**config.mk**
```make
export PLATFORM = sky130hd
export DESIGN_NAME = uart_rx_block_packer
export DESIGN_NICKNAME = d
export VERILOG_FILES = /design/src/rtl/rx_pkg.sv /design/src/rtl/block_fifo.sv /design/src/rtl/uart_rx_block_packer.sv
export SDC_FILE = /design/constraint.sdc
export NUM_CORES = 1
export LEC_CHECK = 0
export BUFFER_PORTS_ARGS = -buffer_cell sky130_fd_sc_hd__buf_2
export CORE_UTILIZATION = 53
export DETAILED_ROUTE_END_ITERATION = 10
export GPL_ROUTABILITY_DRIVEN = 0
export PLACE_DENSITY_LB_ADDON = 0.1
export SKIP_LAST_GASP = 1
export SYNTH_ARGS = -nofsm -noshare
export SYNTH_HDL_FRONTEND = slang
export SYNTH_SLANG_ARGS = --single-unit
```
**constraint.sdc**
```tcl
create_clock -name clk -period 11.25 [get_ports clk]
set_input_delay 0 -clock clk [delete_from_list [all_inputs] [get_ports clk]]
set_output_delay 0 -clock clk [all_outputs]
set_load 0.02 [all_outputs]
```
**src/rtl/rx_pkg.sv**
```systemverilog
// rx_pkg: shared widths and block type for the UART receive block packer
package rx_pkg;
  localparam int BLOCK_W = 128;
  localparam int BYTE_W = 8;
  localparam int BYTES_PER_BLOCK = 16;
  localparam int FILL_W = 4;
  typedef logic [BLOCK_W-1:0] block_t;
endpackage

```
**src/rtl/block_fifo.sv**
```systemverilog
// block_fifo: first-word-fall-through FIFO of whole blocks, head forced to 0 when empty
module block_fifo #(
  parameter int W = 128,
  parameter int DEPTH = 2
) (
  input  logic         clk,
  input  logic         reset,
  input  logic         push_i,
  input  logic [W-1:0] data_i,
  input  logic         pop_i,
  output logic         full_o,
  output logic         empty_o,
  output logic [W-1:0] head_o
);
  localparam int AW = $clog2(DEPTH);
  if (DEPTH < 2 || (DEPTH & (DEPTH - 1)) != 0) begin : g_bad_depth
    $error("block_fifo DEPTH must be a power of two >= 2");
  end
  logic [W-1:0] mem_q [DEPTH];
  logic [AW-1:0] wptr_q, rptr_q;
  logic [AW:0] cnt_q;
  logic pop_ok, push_ok;
  assign full_o = cnt_q == (AW+1)'(DEPTH);
  assign empty_o = cnt_q == '0;
  assign head_o = empty_o ? '0 : mem_q[rptr_q];
  assign pop_ok = pop_i && !empty_o;
  // a pop in the same cycle frees a slot for a push into a full FIFO
  assign push_ok = push_i && (!full_o || pop_ok);
  // pointer and occupancy update; pointers wrap naturally at DEPTH
  always_ff @(posedge clk) begin
    if (reset) begin
      wptr_q <= '0;
      rptr_q <= '0;
      cnt_q <= '0;
    end else begin
      if (push_ok) wptr_q <= wptr_q + 1'b1;
      if (pop_ok) rptr_q <= rptr_q + 1'b1;
      cnt_q <= cnt_q + (AW+1)'(push_ok) - (AW+1)'(pop_ok);
    end
  end
  // storage write, no reset needed since empty masks the head
  always_ff @(posedge clk) begin
    if (push_ok) mem_q[wptr_q] <= data_i;
  end
endmodule

```
**src/rtl/uart_rx_block_packer.sv**
```systemverilog
// uart_rx_block_packer: packs UART bytes big-endian into 128-bit blocks feeding a FWFT FIFO (optional RX_TIMEOUT_EN discards stale partial blocks)
module uart_rx_block_packer
  import rx_pkg::*;
#(
  parameter int FIFO_DEPTH = 2,
  parameter int TIMEOUT_CYCLES = 1000000
) (
  input  logic              clk,
  input  logic              reset,
  input  logic [BYTE_W-1:0] byte_in,
  input  logic              byte_valid,
  output logic [BLOCK_W-1:0] block_out,
  output logic              rx_empty,
  input  logic              rx_pop,
  output logic              overflow,
  input  logic              overflow_clr,
  output logic [FILL_W-1:0] fill_count,
  output logic              timeout_flush
);
  if (TIMEOUT_CYCLES < 1) begin : g_bad_timeout
    $error("TIMEOUT_CYCLES must be at least 1");
  end
  block_t data_q, data_d, shifted;
  logic [FILL_W-1:0] fill_q, fill_d;
  logic ovf_q, ovf_d;
  logic complete, full, flush;
  assign shifted = {data_q[BLOCK_W-BYTE_W-1:0], byte_in};
  assign complete = byte_valid && fill_q == FILL_W'(BYTES_PER_BLOCK - 1);
`ifdef RX_TIMEOUT_EN
  localparam int IW = $clog2(TIMEOUT_CYCLES + 1);
  logic [IW-1:0] idle_q, idle_d;
  logic tf_q;
  // idle counter only runs on a stalled partial block; a byte on the limit cycle wins
  always_comb begin
    flush = fill_q != '0 && !byte_valid && idle_q == IW'(TIMEOUT_CYCLES - 1);
    idle_d = (fill_q == '0 || byte_valid || flush) ? '0 : idle_q + 1'b1;
  end
  // idle counter and one-cycle flush pulse
  always_ff @(posedge clk) begin
    if (reset) begin
      idle_q <= '0;
      tf_q <= 1'b0;
    end else begin
      idle_q <= idle_d;
      tf_q <= flush;
    end
  end
  assign timeout_flush = tf_q;
`else
  assign flush = 1'b0;
  assign timeout_flush = 1'b0;
`endif
  // shift bytes in from the bottom so the first byte ends up in the top lane
  always_comb begin
    data_d = byte_valid ? shifted : data_q;
    fill_d = flush ? '0 : byte_valid ? fill_q + 1'b1 : fill_q;
    ovf_d = (complete && full && !rx_pop) || (ovf_q && !overflow_clr);
  end
  // packer state and sticky overflow
  always_ff @(posedge clk) begin
    if (reset) begin
      data_q <= '0;
      fill_q <= '0;
      ovf_q <= 1'b0;
    end else begin
      data_q <= data_d;
      fill_q <= fill_d;
      ovf_q <= ovf_d;
    end
  end
  assign fill_count = fill_q;
  assign overflow = ovf_q;
  block_fifo #(.W(BLOCK_W), .DEPTH(FIFO_DEPTH)) u_fifo (
    .clk(clk),
    .reset(reset),
    .push_i(complete),
    .data_i(shifted),
    .pop_i(rx_pop),
    .full_o(full),
    .empty_o(rx_empty),
    .head_o(block_out)
  );
endmodule

```
# After elaboration in Yosys (flattened, before gate mapping)
# Memories as Yosys holds them, arrays and structs flattened. A register that Yosys moved wholly into a read port is not among the register bits.
# Index checks and enable logic that the tools add are counted.
# totals
reg_bits	129
ram_bits	256
output_inout_bits	135
mem_count	1
# classes
addsub	5
n_eq_ne	2
n_mux	5
n_reduce_logical	13
# memory_table
memory	depth	word_bits	rd	rd_clocked_by_memory_dff	wr	line_no	rtl
u_fifo.mem_q	2	128	1	1	1	block_fifo.sv:19	logic [W-1:0] mem_q [DEPTH];
# op_table
cell	count
two-way mux 128 bit	1
logical AND 1 bit	6
adder 4 x 1 -> 4 bit, second input constant	1
equality test 4 bit, second input constant	1
zero test 1 bit	4
two-way mux 1 bit	4
adder 1 bit, second input constant	2
adder 2 x 1 -> 2 bit	1
equality test 2 bit, second input constant	1
zero test 2 bit	1
logical OR 1 bit	2
subtractor 2 x 1 -> 2 bit	1

# Depth between registers and ports, before layout
# Gate-level depths: netlist of the first run.
# depth
ltp_word	7
ltp_mapped	6
mapped_depth_nobuf	6

# By module
# Synthesis of the first run repeated with hierarchy kept, for this count alone.
# hier_totals
cells_unflattened	981
area_unflattened_um2	14420.1
# by_module_without_submodules
module	instances	cells_per_inst	area_each_um2	seq_area_each_um2
block_fifo	1	570	9945.8	7787.5
uart_rx_block_packer	1	411	4474.3	2502.4

# Worst setup path after synthesis of the first run
# OpenSTA, ideal clock, no wires.
# synth_path
kind	register to register
startpoint	register fill_q[0] (netlist: fill_count[0])
endpoint	memory u_fifo.mem_q[1][0], enable pin
setup_time_ns	0.798
arrival_time_ns	10.211
t_required_ns	10.452
setup_slack_ns	0.241
stages_incl_launch_ff	4
path_cell_list	dfxtp_1 > ha_1 > nand4_2 > nor3b_1
# synth_between
elab_chain_cells	5
# synth_lines
item	line_no	rtl
from (decl)	uart_rx_block_packer.sv:24	logic [FILL_W-1:0] fill_q, fill_d;
from (signal assigned)	uart_rx_block_packer.sv:67	fill_q <= fill_d;
equality test 4 bit	uart_rx_block_packer.sv:28	assign complete = byte_valid && fill_q == FILL_W'(BYTES_PER_BLOCK - 1);
logical AND 1 bit	uart_rx_block_packer.sv:28	
logical AND 1 bit	block_fifo.sv:28	assign push_ok = push_i && (!full_o || pop_ok);
two-way mux 1 bit	block_fifo.sv:43	if (push_ok) mem_q[wptr_q] <= data_i;
two-way mux 1 bit (implied by the code)	block_fifo.sv:43	
to (decl)	block_fifo.sv:19	
# Every way passes these cells.

# Worst setup path after layout of the first run
# layout_path
startpoint	register fill_q[0] (netlist: fill_count[0])
endpoint	memory u_fifo.mem_q[0][119], enable pin
# Same word-level chain as after synthesis.

==> results.md, run 1 <==
- Die Y: 166.1 µm
- IO Port Bufs: 146
- CTS resizes: 0
- Worst-Skew Late Latency: 0.52 ns
- Routed wire per std cell: 17.35 µm
- Post-route cell area: 16530 µm²
- Die width: 166.1 µm
- Nets: 1143
- Via Count: 7701
- Hold path depth: 2
- Top cells by count, synth: 256 x edfxtp_1, 256 x nor2_1, 249 x mux2i_1
- R2r setup slk: 8.27 ns
- Pre-Repair DR Iteration Count: 8
- Total wire length: 25900 µm
- Worst reg2reg startpoint: fill_count[0]$_SDFFE_PP0P_
- Asr flop ratio synth: 0%
- Antenna viol nets, final: 0
- TritonCTS clock tree: built
- Worst reg2reg path endpoint: u_fifo.mem_q[0][119]$_DFFE_PP_
- Vias in the first global route: 7561
- Main synth FF type: edfxtp_1
- Share of cells above drive strength 1: 18.39%
- Maximum vdd drop: 0.0001172 V
- ANT cells: 0
- Final hold violations: 0
- CTS sink cnt: 386
- FP Rows: 59
- Status: finished with violations
- Failing checks: DRC
- CP Capture Type: register
- Worst-margin pin slew: 1.005 ns
- Clock transition at path regs: 0.06 ns
- Top cells by area, synth: edfxtp_1 54%, dfxtp_1 18%, mux2i_1 17%
- WP data required: 11.38 ns
- H-tree lvl count: 2
- Final clock period utilization by the worst path: 26.51%
- Total track usage: 18.73%
- Area after DPL: 15200 µm²
- Synth unique cells: 27
- Vias per Instance: 5.158
- Post-route DRC: 13
- Core Area: 26210 µm²
- Antenna violations before repair: 0
- Rel. slew slack: 32.99%
- Post-DP HPWL: 14670 µm
- Largest net degree at the start of global routing: 73
- Initial core utilization: 54.46%
- P_leak: 6.291 nW
- Syn Area/Cell: 14.61 µm²
- # IOs: 148
- Post-route setup TNS: 0 ns
- Cell Pwr Density: 194.1 nW/µm²
- RSZ-0062 raised after global routing: false
- Share of the yosys chip area belonging to registers: 72.10%
- Root Buffer: clkbuf_16
- Number of max-cap violations: 0
- Overflow after GRT: 0
- First-pass GRT wire length: 40830 µm
- Initial DRC Count: 451
- #FFs+latches synth: 386
- Worst r2r path cells: 5
- Min-Delay Endpoint: data_q[96]$_SDFFE_PP0P_
- Die ar.: 27590 µm²
- Maximum buffer depth of the clock tree: 3
- CTS buffer count: 38
- Worst Path Max Fanout: 72
- Max Clk Rate: 0.3353 GHz
- Synth Net Count: 992
- Mapped Cells: 977
- Worst hold path class: in2reg
- Final setup viols: 0
- WP data arrival: 3.12 ns
- Hold path start: reset
- Largest area contributor in the netlist: edfxtp_1
- Count of final max-slew check failures: 0
- Yosys warns: 0
- Cell Area, Synth: 14270 µm²
- Critical path class: reg2reg
- CP startpoint kind: register
- EDFF count, synth: 256
- Top-area cell type share of the netlist area: 53.86%
- Min Clock Period, post-route: 2.982 ns
- Syn-to-layout area delta: 15.82%
- Skew final: 0.01473 ns
worst max-delay path, stage by stage (launching register included):
cell and delay (ns):
dfxtp_1 0.38, ha_1 0.22, nand4_2 0.20, or3_1 0.47, inv_6 0.56, buf_4 0.75
worst max path at each step:
stage	cells past startpoint	startpoint	slack [ns]	endpoint
finish	5	fill_count[0]$_SDFFE_PP0P_	8.27	u_fifo.mem_q[0][119]$_DFFE_PP_
global route	5	fill_count[0]$_SDFFE_PP0P_	8.00	u_fifo.mem_q[0][39]$_DFFE_PP_
CTS	5	fill_count[0]$_SDFFE_PP0P_	8.22	u_fifo.mem_q[0][119]$_DFFE_PP_
detailed placement	5	fill_count[0]$_SDFFE_PP0P_	8.23	u_fifo.mem_q[0][114]$_DFFE_PP_
global placement	5	fill_count[0]$_SDFFE_PP0P_	8.27	u_fifo.mem_q[0][114]$_DFFE_PP_
floorplan	3	fill_count[0]$_SDFFE_PP0P_	0.24	u_fifo.mem_q[1][0]$_DFFE_PP_
placed cells by master (no fill, tap or decap), drive strengths merged:
cell type	count
nor3b	2
o21a	1
dfxtp	130
clkbuf	58
xnor2	2
mux2i	249
or3	1
nand2	1
dlygate4sd3	12
bufinv	1
conb	1
clkinv	11
o21ai	2
inv	3
nor2b	1
nor4	1
o31a	1
nor2	256
nor3	3
buf	156
xor2	3
ha	2
edfxtp	256
a21oi	2
nand4	2
and4	1
metrics by stage:
stage | std cells | setup slack (ns) | util [%] | total power [mW] | hold slack [ns]
final | 1493 | 8.268 | 63.08 | 3.208 | 0.01706
after global routing | 1493 | 8.002 | 63.08 | 3.328 | 0.03602
after CTS | 1493 | 8.219 | 63.08 | 3.247 | 0.01135
after detailed placement | 1411 | 8.233 | 58.01 | 2.039 | 0.2185
after global placement | 1411 | 8.270 | 58.01 | 2.037 | 0.2235
after floorplan | 977 | 0.2410 | - | 1.891 | 0.09887
where the power goes:
part	internal [mW]	switching, mW	leakage, nW
combinational	0.162	0.323	2.39
clock	0.715	0.489	0.592
sequential	1.50	0.0154	3.31
timing repair:
action | 4_1_cts | 5_1_grt
hold endpoints to repair | 31 | 0
setup buffers | 0 | 0
hold buffers | 12 | 0
flip-flops by register name, summed over array words and instances, names as in the netlist, named ones only:
| signal | flops |
|---|---|
| data_q | 120 |
| u_fifo.wptr_q | 1 |
| overflow | 1 |
| u_fifo.mem_q | 256 |
| u_fifo.rptr_q | 1 |
| fill_count | 4 |
| u_fifo.cnt_q | 2 |
kinds of logic (layout without fill, tap and decap cells):
logic type	count (synthesis)	count (layout)	share of synthesized area (%)
AOI/OAI and AO/OA	6	6	0.2543
adders and majority gates	2	2	0.1753
muxes	249	249	17.46
xor gates and xnor gates	5	5	0.3069
buffers and inverters	60	241	2.349
other	1	1	0.02627
and+or+nand+nor	268	268	7.329
DFF	386	386	72.10
metal layers:
layer | wire length, µm | vias up | part of all wire [%] | track usage [%]
li1 | - | 3775 | - | -
met1 | 12060 | 3725 | 47 | 25.92
met2 | 12080 | 163 | 47 | 30.07
met3 | 1321 | 38 | 5.1 | 4.051
met4 | 441 | 0 | 1.7 | 5.161
met5 | 0 | - | 0 | 0
final cells by class:
class | count | area [µm²]
fill | 1941 | 9676
multi-input combinational | 531 | 3660
sequential | 386 | 10290
clock inverter | 12 | 77.57
timing repair buffer | 168 | 934.6
inverter | 3 | 16.27
clock buffer | 58 | 1130
tap | 335 | 419.2
No activity file was read; power rests on OpenSTA's default activity.
==> inputs of run 2 (changes only) <==
- ABC_AREA: not set -> 1
- CORE_UTILIZATION: 53 -> 52
- clock period: 11.25 -> 2.4 ns (I/O delays scaled with it)
==> results.md, run 2 <==
- Status: finished, final reports clean
- Hold_buf cts: 12 (unchanged)
- Max Clk Rate: 0.4798 GHz
- Post-route DRC: 0 (-13)
- Synth Net Count: 1285 (+30%)
- Antenna viol nets, final: 0 (unchanged)
- WP data arrival: 2.08 ns (-1.04 ns)
- Syn-to-layout area delta: 16.16%
- Die Y: 167 µm (+0.54%)
- Initial core utilization: 52.82% (-1.6 points)
- Asr flop ratio synth: 0% (unchanged)
- Via Count: 9386 (+22%)
- WP data required: 2.40 ns (-8.98 ns)
- Most frequent cell after synthesis: nand2_1
- Area after DPL: 15100 µm² (-0.70%)
- Skew final: 0.01490 ns (+0.0001710 ns)
- Largest net degree at the start of global routing: 130 (+78%)
- CTS buffer count: 38 (unchanged)
- Overflow after GRT: 0 (unchanged)
- Cell Pwr Density: 887.1 nW/µm² (+360%)
- Top cells by area, synth: edfxtp_1 54%, dfxtp_1 18%, nand2_1 7.1%
- Synth unique cells: 25 (-7.4%)
- Share of the yosys chip area belonging to registers: 72.68% (+0.59 points)
- Largest register FFs: 256 (unchanged)
- Post-route cell area: 16450 µm² (-0.51%)
- Cell Area, Synth: 14160 µm² (-0.81%)
- Final hold slack: 0.2357 ns (+0.2186 ns)
- Post-DP HPWL: 16260 µm (+11%)
- Setup ws final: 0.3160 ns (-7.952 ns)
- Routed wire per std cell: 17.22 µm (-0.74%)
- Core Area: 26800 µm² (+2.3%)
- Nets: 1415 (+24%)
- #FFs+latches synth: 386 (unchanged)
- First-pass GRT wire length: 47960 µm (+17%)
- RSZ-0062 raised after global routing: false
- ANT cells: 0 (unchanged)
- Fillers: 2153 (+11%)
- Clock transition at path regs: 0.06 ns (about the same)
- Mapped Cells: 1270 (+30%)
- Top Family by Delay on Critical Path: buffers and inverters
- P_leak: 6.495 nW (+3.2%)
- Commonest non-fill, non-tap cell in the layout: nand2_1
- Final clock period utilization by the worst path: 86.83%
- Count of final max-slew check failures: 0 (unchanged)
- Largest area contributor in the netlist: edfxtp_1
- Total Power: 14.59 mW (+350%)
- Root Buffer: clkbuf_16
- Die ar.: 27890 µm² (+1.1%)
- IO Port Bufs: 146 (unchanged)
- Dpl ws: 0.5306 ns (-7.702 ns)
- Cells after DPL: 1689 (+20%)
- CTS resizes: 0 (unchanged)
- Initial DRC Count: 691 (+53%)
- Worst-Skew Late Latency: 0.51 ns (about the same)
- Total track usage: 21.73% (+3.0 points)
- Post-CTS setup buffers: 0 (unchanged)
- Min Clock Period, post-route: 2.084 ns
- EDFF count, synth: 256 (unchanged)
- Worst path cell trace: buf_12 -> nand2_1 -> a21oi_1 -> buf_2
- Vias in the first global route: 8767 (+16%)
- # IOs: 148 (unchanged)
- Top cells by count, synth: 269 x nand2_1, 256 x edfxtp_1, 249 x nor2_1
- Buffer and inverter count on the worst path: 2 (unchanged)
- Antenna violations before repair: 0 (unchanged)
- Final hold violations: 0 (unchanged)
- Die width: 167 µm (+0.54%)
- Number of max-cap violations: 0 (unchanged)
- Worst-margin pin slew: 0.6668 ns (-0.3383 ns)
- Syn Area/Cell: 11.15 µm² (-24%)
- Crit-path slowest cell: buf_12
- Pre-Repair DR Iteration Count: 5 (-3)
- CP Capture Type: output port
- H-tree lvl count: 2 (unchanged)
- Critical path class: reg2out
- Worst Path Max Fanout: 128 (+78%)
- Share of cells above drive strength 1: 16.45% (-1.9 points)
- Maximum vdd drop: 0.0005962 V (+410%)
- Top-area cell type share of the netlist area: 54.30% (+0.44 points)
- Non-Filler Instances: 1770 (+19%)
- Main synth FF type: edfxtp_1
- Final setup viols: 0 (unchanged)
- Total wire length: 30480 µm (+18%)
- FP Rows: 60 (+1.7%)
- Maximum buffer depth of the clock tree: 3 (unchanged)
- Largest register by flop count: u_fifo.mem_q
- CP max stage delay: 0.46 ns (-0.29 ns)
- CTS sink cnt: 386 (unchanged)
- CP startpoint kind: register
- Post-route setup TNS: 0 ns (unchanged)
- Final Util: 61.36% (-1.7 points)
- Worst hold path class: in2reg
- Rel. slew slack: 55.55% (+23 points)
- TritonCTS clock tree: built
- Vias per Instance: 5.303 (+2.8%)
- Yosys warns: 0 (unchanged)
- Most frequent cells in the layout: 268 x nand2_1, 256 x edfxtp_1, 246 x nor2_1
[run 2: layout make-up]
type	count	area [µm²]	area share, %
clock buffer	59	1172	7.129
inverter	14	58.81	0.3576
clock inverter	10	56.30	0.3424
sequential	386	10300	62.64
timing repair buffer	173	1054	6.406
tap	341	426.7	2.594
multi-input combinational	787	3376	20.53
[run 2: per-layer routing]
layer,wire [µm],up-vias,track usage (%)
met5,0,-,0
met4,442,0,5.596
met3,1607,39,3.731
met2,14130,239,34.00
met1,14290,4551,31.57
li1,-,4557,-
[run 2: logic make-up after synthesis]
kind of cell | share of synthesized area, %
AO/OA/AOI/OAI | 9.218
adder cells (fa/ha/maj) | 0.1767
AND/OR/NAND/NOR | 14.12
other | 0.02649
buffers and inverters | 3.774
flip-flops | 72.68
[run 2: worst paths after layout]
check,endpoint,from,slack [ns],depth (start not counted)
worst min-delay path,u_fifo.mem_q[1][7]$_DFFE_PP_,byte_in[7],0.24,2
worst max-delay path,block_out[75],register,0.32,4
worst max register to register,u_fifo.mem_q[0][21]$_DFFE_PP_,fill_count[1]$_SDFFE_PP0P_,0.53,6
worst min register to register,u_fifo.mem_q[1][125]$_DFFE_PP_,data_q[117]$_SDFFE_PP0P_,0.45,0
[run 2: where the power goes]
group / total (mW) / leakage, nW / switching (mW) / internal, mW
sequential: 7.37 / 3.42 / 0.142 / 7.22
combinational: 1.49 / 2.46 / 1.08 / 0.408
clock: 5.73 / 0.611 / 2.36 / 3.37
total: 14.6 / 6.49 / 3.59 / 11.0
[run 2: worst reg2reg max path, stage by stage (launching register included)]
cell	delay, ns
dfxtp_4	0.37
ha_4	0.15
nand3_4	0.07
nor2_4	0.20
nand2_4	0.10
nor2_4	0.16
buf_4	0.44
==> inputs of run 3 (changes only) <==
- ABC_AREA: 1 -> not set
- CORE_UTILIZATION: 52 -> 53
==> results.md, run 3 (synthesis results as in run 1) <==
- Final hold violations: 0 (unchanged)
- Final clock period utilization by the worst path: 89.61% (+2.8 points)
- CP endpoint: u_fifo.mem_q[0][81]$_DFFE_PP_
- Vias per Instance: 5.166 (-2.6%)
- Worst reg2reg path endpoint: u_fifo.mem_q[0][81]$_DFFE_PP_
- Count of final max-slew check failures: 0 (unchanged)
- Nets: 1146 (-19%)
- Switching share of power: 25.43% (+0.84 points)
- Clk pwr share: 38.5% (-0.8 points)
- FF+latch area: 10300 µm² (about the same)
- Critical path class: reg2reg
- Top Family by Delay on Critical Path: buffers and inverters
- Die ar.: 27590 µm² (-1.1%)
- Post-DP HPWL: 14730 µm (-9.5%)
- P_leak: 6.370 nW (-1.9%)
- Antenna violations before repair: 0 (unchanged)
- Routed wire per std cell: 17.45 µm (+1.4%)
- Crit-path slowest cell: buf_6
- Min Clock Period, post-route: 2.151 ns (+0.06663 ns)
- TritonCTS clock tree: built
- Largest register by flop count: u_fifo.mem_q
- Maximum buffer depth of the clock tree: 3 (unchanged)
- H-tree lvl count: 2 (unchanged)
- Seq pwr share: 46.2% (-4.3 points)
- Worst-Skew Late Latency: 0.51 ns (about the same)
- Post-route setup TNS: 0 ns (unchanged)
- Total track usage: 19.06% (-2.7 points)
- Worst r2r path cells: 5 (-1)
- Multi-input logic area: 3694 µm² (+9.4%)
- Max Clk Rate: 0.4650 GHz (-3.1%)
- Worst Path Max Fanout: 65 (-49%)
- Commonest non-fill, non-tap cell in the layout: edfxtp_1
- Largest net degree at the start of global routing: 126 (-3.1%)
- Overflow after GRT: 0 (unchanged)
- Most frequent cells in the layout: 256 x edfxtp_1, 255 x nor2_1, 249 x mux2i_1
- IO Port Bufs: 146 (unchanged)
- WP data required: 2.54 ns (+0.14 ns)
- RSZ-0062 raised after global routing: false
- Antenna viol nets, final: 0 (unchanged)
- Post-route DRC: 11 (+11)
- Initial core utilization: 54.46% (+1.6 points)
- Cell Pwr Density: 913.9 nW/µm² (+3.0%)
- Share of cells above drive strength 1: 19.47% (+3.0 points)
- Final setup viols: 0 (unchanged)
- WP data arrival: 2.29 ns (+0.21 ns)
- Post-route cell area: 16770 µm² (+2.0%)
- Total Power: 15.33 mW (+5.1%)
- Worst reg2reg startpoint: fill_count[1]$_SDFFE_PP0P_
- ANT cells: 0 (unchanged)
- First-pass GRT wire length: 41410 µm (-14%)
- CP startpoint kind: register
- CP max stage delay: 0.52 ns (+0.06 ns)
- Maximum vdd drop: 0.0005886 V (-1.3%)
- CTS sink cnt: 386 (unchanged)
- Initial DRC Count: 400 (-42%)
- Cell-internal power: 11.43 mW (+3.9%)
- Die Y: 166.1 µm (-0.54%)
- Buffer and inverter count on the worst path: 2 (unchanged)
- CP Capture Type: register
- Status: finished with violations
- Rel. slew slack: 38.34% (-17 points)
- Worst-margin pin slew: 0.9249 ns (+0.2581 ns)
- Logic pwr share: 15.2% (+5.0 points)
- Worst path cell trace: ha_4 -> nand4_4 -> or3_1 -> clkinvlp_4 -> buf_6
- Stages on the worst setup path: 5 (+1)
- Via Count: 7728 (-18%)
- Failing checks: DRC
- CTS buffer count: 38 (unchanged)
- FP Rows: 59 (-1.7%)
- R2r setup slk: 0.25 ns (-0.28 ns)
- Number of max-cap violations: 0 (unchanged)
- Syn-to-layout area delta: 17.52%
- Core Area: 26210 µm² (-2.2%)
- Largest register FFs: 256 (unchanged)
- Final Util: 64.01% (+2.6 points)
- Skew final: 0.007197 ns (-0.007702 ns)
- Clock transition at path regs: 0.06 ns (about the same)
- Switching pwr: 3.899 mW (+8.7%)
- Post-CTS setup buffers: 0 (unchanged)
- Setup crit start: fill_count[1]$_SDFFE_PP0P_
- Area after DPL: 15360 µm² (+1.7%)
- Vias in the first global route: 7398 (-16%)
- Final hold slack: 0.2457 ns (+0.009959 ns)
- Worst hold path class: in2reg
- Total wire length: 26110 µm (-14%)
- Fillers: 2011 (-6.6%)
- Root Buffer: clkbuf_16
- Die width: 166.1 µm (-0.54%)
- Pre-Repair DR Iteration Count: 10 (+5)
- # IOs: 148 (unchanged)
## run 3: changes by cell type in the layout (fill, tap and decap cells not counted), moves of 5 or more
cell	before	now
mux2i_1	0	249
inv_1	11	2
a21oi_1	135	2
nor2_1	246	255
o21ai_0	122	2
buf_4	9	4
nand2_1	268	1
## run 3: stage by stage
stage / setup slack [ns] / instances
6_report: 0.2493 / 1496
5_1_grt: 0.1760 / 1496
4_1_cts: 0.07414 / 1496
3_5_place_dp: 0.09234 / 1413
3_3_place_gp: 0.09850 / 1413
2_1_floorplan: -2.024 / 977
## run 3: timing repair
| action | 4_1_cts | 5_1_grt |
|---|---|---|
| gates resized for setup | 0 | 1 |
| setup endpoints to repair | 0 | 65 |
| hold buffers | 13 | 0 |
| endpoints found under the hold margin | 62 | 0 |
## run 3: worst min path at each step
stage	cells past startpoint	end	startpoint	slack, ns
after floorplan	0	u_fifo.mem_q[0][0]$_DFFE_PP_	byte_in[0]	0.1
after global placement	1	u_fifo.mem_q[1][2]$_DFFE_PP_	byte_in[2]	0.23
after detailed placement	1	u_fifo.mem_q[0][7]$_DFFE_PP_	byte_in[7]	0.22
after CTS	2	u_fifo.mem_q[1][3]$_DFFE_PP_	byte_in[3]	0.22
after global routing	2	u_fifo.mem_q[1][3]$_DFFE_PP_	byte_in[3]	0.24
final	2	u_fifo.mem_q[0][7]$_DFFE_PP_	byte_in[7]	0.25
## run 3: layout make-up
class	instances	share of cell area, %
Clock inverter	10	0.6042
Timing Repair Buffer	171	6.340
Sequential cell	386	61.43
Tap cell	335	2.499
Clock buffer	60	7.019
Inverter	3	0.08951
Multi-Input combinational cell	531	22.02
## run 3: power groups by stage
stage          combinational (mW)  clock, mW  sequential [mW]
2_1_floorplan                1.65          0             7.22
3_3_place_gp                 2.34          0             7.23
3_5_place_dp                 2.35          0             7.23
4_1_cts                      2.37       6.02             7.09
5_1_grt                      2.51       6.30             7.09
6_report                     2.34       5.91             7.09
## run 3: per-layer routing
layer	wire, µm	GRT usage (%)
met5	0	0
met4	355	4.998
met3	1270	4.218
met2	11750	28.71
met1	12740	28.06
